### src/rtl/cdb_arbiter.sv
// cdb_arbiter: shares one common data bus among NUM_FU completion ports.
// Each FU owns a one-entry holding buffer; the oldest buffered result
// (ROB order relative to rob_head_i) is broadcast each cycle.
// Optional macro CDB_ARB_AGE_LIMIT_EN adds per-buffer wait counters that
// override age priority once a buffer has waited MAX_WAIT cycles.
module cdb_arbiter #(
  parameter int unsigned NUM_FU    = 4,
  parameter int unsigned PRF_IDX_W = 6,
  parameter int unsigned ROB_IDX_W = 5,
  parameter int unsigned BR_MASK_W = 4,
  parameter int unsigned MAX_WAIT  = 7
) (
  input  logic                              clk,
  input  logic                              rst,
  input  logic [NUM_FU-1:0]                 fu_vld_i,
  input  logic [NUM_FU*PRF_IDX_W-1:0]       fu_tag_i,
  input  logic [NUM_FU*(ROB_IDX_W+1)-1:0]   fu_rob_idx_i,
  input  logic [NUM_FU*BR_MASK_W-1:0]       fu_br_mask_i,
  output logic [NUM_FU-1:0]                 fu_stall_o,
  input  logic [ROB_IDX_W:0]                rob_head_i,
  input  logic                              rob_br_pred_correct_i,
  input  logic                              rob_br_recovery_i,
  input  logic [BR_MASK_W-1:0]              rob_br_tag_fix_i,
  output logic                              cdb_vld_o,
  output logic [PRF_IDX_W-1:0]              cdb_tag_o,
  output logic [ROB_IDX_W:0]                cdb_rob_idx_o,
  output logic [NUM_FU-1:0]                 cdb_gnt_o
);

  localparam int unsigned RW = ROB_IDX_W + 1;

  // The wait counter is 3 bits wide, so the limit must fit in it.
  if (MAX_WAIT == 0 || MAX_WAIT > 7) begin : g_bad_max_wait
    $error("cdb_arbiter: MAX_WAIT must be in 1..7");
  end

  typedef enum logic {
    BUF_EMPTY,
    BUF_FULL
  } buf_state_e;

  buf_state_e           state_q [NUM_FU];
  buf_state_e           state_d [NUM_FU];
  logic [PRF_IDX_W-1:0] tag_q   [NUM_FU];
  logic [PRF_IDX_W-1:0] tag_d   [NUM_FU];
  logic [RW-1:0]        rob_q   [NUM_FU];
  logic [RW-1:0]        rob_d   [NUM_FU];
  logic [BR_MASK_W-1:0] mask_q  [NUM_FU];
  logic [BR_MASK_W-1:0] mask_d  [NUM_FU];

  logic [RW-1:0]        age     [NUM_FU];
  logic [PRF_IDX_W-1:0] in_tag  [NUM_FU];
  logic [RW-1:0]        in_rob  [NUM_FU];
  logic [BR_MASK_W-1:0] in_mask [NUM_FU];
  logic [NUM_FU-1:0]    full;
  logic [NUM_FU-1:0]    squash_buf;
  logic [NUM_FU-1:0]    squash_in;
  logic [NUM_FU-1:0]    elig;
  logic [NUM_FU-1:0]    accept;
  logic [NUM_FU-1:0]    gnt;
  logic                 pred_clr;

`ifdef CDB_ARB_AGE_LIMIT_EN
  localparam logic [2:0] WAIT_LIM = 3'(MAX_WAIT);
  logic [2:0] wait_q [NUM_FU];
  logic [2:0] wait_d [NUM_FU];
`endif

  // Unpack ports, classify buffers and incoming results for squash/eligibility.
  always_comb begin
    pred_clr = rob_br_pred_correct_i & ~rob_br_recovery_i;
    for (int unsigned i = 0; i < NUM_FU; i++) begin
      in_tag[i]     = fu_tag_i[i*PRF_IDX_W +: PRF_IDX_W];
      in_rob[i]     = fu_rob_idx_i[i*RW +: RW];
      in_mask[i]    = fu_br_mask_i[i*BR_MASK_W +: BR_MASK_W];
      full[i]       = (state_q[i] == BUF_FULL);
      squash_buf[i] = rob_br_recovery_i & (|(mask_q[i] & rob_br_tag_fix_i));
      squash_in[i]  = rob_br_recovery_i & fu_vld_i[i] &
                      (|(in_mask[i] & rob_br_tag_fix_i));
      elig[i]       = full[i] & ~squash_buf[i];
      age[i]        = rob_q[i] - rob_head_i;
    end
  end

  // Oldest-first arbitration, lowest index on ties; starved buffers may override.
  always_comb begin
    logic          found;
    logic [RW-1:0] best_age;
    int unsigned   sel;
    found    = 1'b0;
    best_age = '0;
    sel      = 0;
    for (int unsigned i = 0; i < NUM_FU; i++) begin
      if (elig[i] && (!found || age[i] < best_age)) begin
        found    = 1'b1;
        best_age = age[i];
        sel      = i;
      end
    end
`ifdef CDB_ARB_AGE_LIMIT_EN
    begin
      logic starved;
      starved = 1'b0;
      for (int unsigned i = 0; i < NUM_FU; i++) begin
        if (elig[i] && wait_q[i] == WAIT_LIM && !starved) begin
          starved = 1'b1;
          sel     = i;
        end
      end
    end
`endif
    for (int unsigned i = 0; i < NUM_FU; i++) begin
      gnt[i] = found && (sel == i);
    end
  end

  // Accept/stall handshake and CDB mux driven from the granted buffer.
  always_comb begin
    cdb_tag_o     = '0;
    cdb_rob_idx_o = '0;
    for (int unsigned i = 0; i < NUM_FU; i++) begin
      accept[i]     = fu_vld_i[i] & ~squash_in[i] & (~full[i] | gnt[i]);
      fu_stall_o[i] = full[i] & ~gnt[i] & ~squash_in[i];
      if (gnt[i]) begin
        cdb_tag_o     = cdb_tag_o | tag_q[i];
        cdb_rob_idx_o = cdb_rob_idx_o | rob_q[i];
      end
    end
    cdb_gnt_o = gnt;
    cdb_vld_o = |gnt;
  end

  // Per-FU buffer next state: fill, drain, refill on grant, squash, mask fix.
  always_comb begin
    for (int unsigned i = 0; i < NUM_FU; i++) begin
      state_d[i] = state_q[i];
      tag_d[i]   = tag_q[i];
      rob_d[i]   = rob_q[i];
      mask_d[i]  = pred_clr ? (mask_q[i] & ~rob_br_tag_fix_i) : mask_q[i];
      if (state_q[i] == BUF_FULL && squash_buf[i]) begin
        state_d[i] = BUF_EMPTY;
      end else if (accept[i]) begin
        state_d[i] = BUF_FULL;
        tag_d[i]   = in_tag[i];
        rob_d[i]   = in_rob[i];
        mask_d[i]  = pred_clr ? (in_mask[i] & ~rob_br_tag_fix_i) : in_mask[i];
      end else if (gnt[i]) begin
        state_d[i] = BUF_EMPTY;
      end
    end
  end

`ifdef CDB_ARB_AGE_LIMIT_EN
  // Wait counters: count ungranted FULL cycles, saturate at 7, clear otherwise.
  always_comb begin
    for (int unsigned i = 0; i < NUM_FU; i++) begin
      wait_d[i] = '0;
      if (full[i] && !gnt[i] && !squash_buf[i]) begin
        wait_d[i] = (wait_q[i] == 3'd7) ? 3'd7 : wait_q[i] + 3'd1;
      end
    end
  end

  // Wait counter registers.
  always_ff @(posedge clk or posedge rst) begin
    if (rst) begin
      for (int unsigned i = 0; i < NUM_FU; i++) wait_q[i] <= '0;
    end else begin
      for (int unsigned i = 0; i < NUM_FU; i++) wait_q[i] <= wait_d[i];
    end
  end
`endif

  // Buffer state and payload registers.
  always_ff @(posedge clk or posedge rst) begin
    if (rst) begin
      for (int unsigned i = 0; i < NUM_FU; i++) begin
        state_q[i] <= BUF_EMPTY;
        tag_q[i]   <= '0;
        rob_q[i]   <= '0;
        mask_q[i]  <= '0;
      end
    end else begin
      for (int unsigned i = 0; i < NUM_FU; i++) begin
        state_q[i] <= state_d[i];
        tag_q[i]   <= tag_d[i];
        rob_q[i]   <= rob_d[i];
        mask_q[i]  <= mask_d[i];
      end
    end
  end

endmodule

### config.mk
export PLATFORM = sky130hd
export DESIGN_NAME = cdb_arbiter
export DESIGN_NICKNAME = d
export VERILOG_FILES = /design/src/rtl/cdb_arbiter.sv
export SDC_FILE = /design/constraint.sdc
export NUM_CORES = 1
export LEC_CHECK = 0
export ABC_AREA = 1
export BUFFER_PORTS_ARGS = -buffer_cell sky130_fd_sc_hd__clkbuf_2
export CAP_MARGIN = 20
export CORE_MARGIN = 2
export CORE_UTILIZATION = 55
export DETAILED_ROUTE_END_ITERATION = 10
export GPL_TIMING_DRIVEN = 0
export PLACE_DENSITY = 0.81
export SETUP_SLACK_MARGIN = 0.2
export SLEW_MARGIN = 20
export SYNTH_ARGS = -nofsm -noshare
export SYNTH_HDL_FRONTEND = slang
export SYNTH_SLANG_ARGS = --single-unit
### constraint.sdc
create_clock -name clk -period 17.2 [get_ports clk]
set_input_delay 0.86 -clock clk [delete_from_list [all_inputs] [get_ports clk]]
set_output_delay 0.86 -clock clk [all_outputs]
set_load 0.1 [all_outputs]
==> reports/metrics.cfg <==
[worst_setup_path]
critical_path_arrival_ns = 7.73
start_kind = input pin
r2r.worst_path.cells = 42
worstSetupPathType = input pin to output port
cp_slowest_cell = clkbuf_2
reg2reg_from = rob_q[20]
required_ns = 16.34
crit_start = rob_head_i[1]
cp_max_fo = 10
cpPeakStageDelay_ns = 0.46
cpMostUsedCell = nand2_1
cp-end-kind = output port

[hold_path]
hold_path.class = input pin to asynchronous set/reset pin

[synth]
syn_inst = 665
synth_area_per_cell_um2 = 7.26
synthFlopType = dfrtp_1
ys_async_sr_fraction_pct = 100
netlist_area_um2 = 4820
synthDistinctLibCells = 32
yosysSeqAreaShare_pct = 35.3
synthXorXnorAreaFrac_pct = 2.90
syn_nets = 786
ys_ff_latch = 68
synth_edf_count = 0
synth_compound_area_share_pct = 8.07
synthAdderAreaFrac_pct = 10.7
yosysTopAreaCellShare_pct = 35.3
yosys.area_share.simple_pct = 34.6
muxShareOfSynthArea_pct = 0
yosysTopAreaCell = dfrtp_1
synth_top_family_by_area = simple AND/OR/NAND/NOR gates
ys_top_cells_by_area = dfrtp_1 35%, nand2_1 20%, ha_1 9.1%
yosysWarnings = 0
synthTopCellsByCount = 252 x nand2_1, 74 x nand3_1, 68 x dfrtp_1
yosysMostFrequentCell = nand2_1

[cts]
cts_root_buf = clkbuf_8
cts_max_level = 3
cts_setup_buffers = 0
clockBufferDepth = 2
cts_resized = 0
path_clk_slew_ns = 0.08
cts_hold_buffers = 0
cts_made_buffers = 9
cts_tree = built
cts_sinks = 68
clock_latency_ns = 0.34

[floorplanning]
pin_count = 103
die_w_um = 97.7
fp.coreArea_um2 = 8590
num_rows = 34
start_util_pct = 56.1
die_area_um2 = 9540
die_h_um = 97.7

[final_layout]
num_antenna_cells = 0
areaGrowthSynthToFinish_pct = 17.5
fill_cells = 779
layout-drive-gt1-share_pct = 19.5
nets = 896

[placed_design]
io_buffer_count = 98
globalplace.congestion = 0.935
hpwlAfterDp_mm = 10.5

[timing]
finalCritPeriodShare_pct = 49.9
slew_headroom_pct = 49.3
finalHoldViolCount = 0
setup_violations = 0
tightest_slew_ns = 0.758
slew_viol_final = 0
period_minus_slack_ns = 8.59
rsz0062_at_grt = no
skew_ns = 0.00886
fmax_ghz = 0.116
fin_setup_tns_ns = 0

[global_routing]
grt_usage_pct = 28.6
grt_antenna_before_repair = 0
grt_overflow_total = 0
grt_max_degree = 56
grt_pass1_vias = 4668
grt_pass1_wl_mm = 21.6

[routing]
wl_per_cell_um = 15.2
vias_per_cell = 5.48
final_antenna_net_count = 0
drc = 0
wirelength_mm = 13.5
vias = 4865
first_pass_iters = 5
drt_iter0_drc = 367

[job]
maxCapViolations = 0

[outcome]
status = complete, no violations

per-layer routing:
| metal | GRT usage [%] | part of all wire (%) | up-vias |
|---|---|---|---|
| met5 | 0 | 0 | - |
| met4 | 13.4 | 3.6 | 0 |
| met2 | 48.5 | 49 | 216 |
| met1 | 35.6 | 40 | 2241 |
| li1 | - | - | 2372 |
| met3 | 4.75 | 7.3 | 36 |
stage by stage:
stage	hold WS, ns	std cells	area [um2]	utilization [%]	setup slack [ns]
floorplan	0.442	665	4820	-	9.28
global placement	0.454	871	5450	63.4	9.00
detailed placement	0.459	872	5480	63.8	8.84
CTS	0.422	888	5670	65.9	8.76
global route	0.437	888	5670	65.9	7.98
finish	0.423	888	5670	65.9	8.61
worst paths after layout:
path	to	slack, ns
min	tag_q[1]	0.42
min in group clk	tag_q[4]	0.48
min reg2reg	tag_q[4]	0.48
max in group asynchronous	mask_q[2]	16.26
max reg2reg	tag_q[13]	10.47
max	cdb_rob_idx_o[5]	8.61
state kept, by name, summed over array words and instances (netlist names):
register,count
tag_q,24
mask_q,16
full,4
rob_q,24
area by class of cell:
class | instances | area, um2 | share of cell area [%]
plain buffers | 22 | 145 | 2.56
flip-flops and latches | 68 | 1700 | 30.0
clock inverters | 5 | 35.0 | 0.618
well taps | 108 | 135 | 2.38
inverters | 70 | 265 | 4.68
repair buffers | 99 | 518 | 9.14
clock buffers | 11 | 151 | 2.67
multi-input cells | 505 | 2720 | 47.9
kinds of logic after synthesis:
logic type / count (synthesis)
buffers and inverters: 92
XOR/XNOR: 16
flip-flops: 68
AO/OA/AOI/OAI: 64
AND/OR/NAND/NOR: 386
adder cells (fa/ha/maj): 39
placed cells by master, fill, tap and decap left out, types with 4 or more instances in the layout:
master    instances
o21ai_1           4
fa_1              4
a221oi_1          4
nand2_2           9
nand3_1          74
xor2_1           16
ha_1             35
nand3b_1          9
nor3_1            4
buf_4             4
a22o_1            8
nand2_4           4
inv_1            66
clkbuf_8         11
clkbuf_2         98
nand4_1           5
dfrtp_1          68
nand2_1         252
clkbuf_1          5
nor2_1           26
buf_6             5
a211oi_1          5
a21oi_1          18
o21ai_0          21
buf_2             8
worst max-delay path, delay by kind of cell:
family / cells / cell delay, ns
AO/OA/AOI/OAI: 11 / 2.20
buffers and inverters: 8 / 1.69
AND/OR/NAND/NOR: 17 / 1.55
adder cells (fa/ha/maj): 4 / 1.22
XOR/XNOR: 1 / 0.21
Power is not shown: default switching activity piles up to over one toggle a cycle in this logic, so the estimate is an artifact.
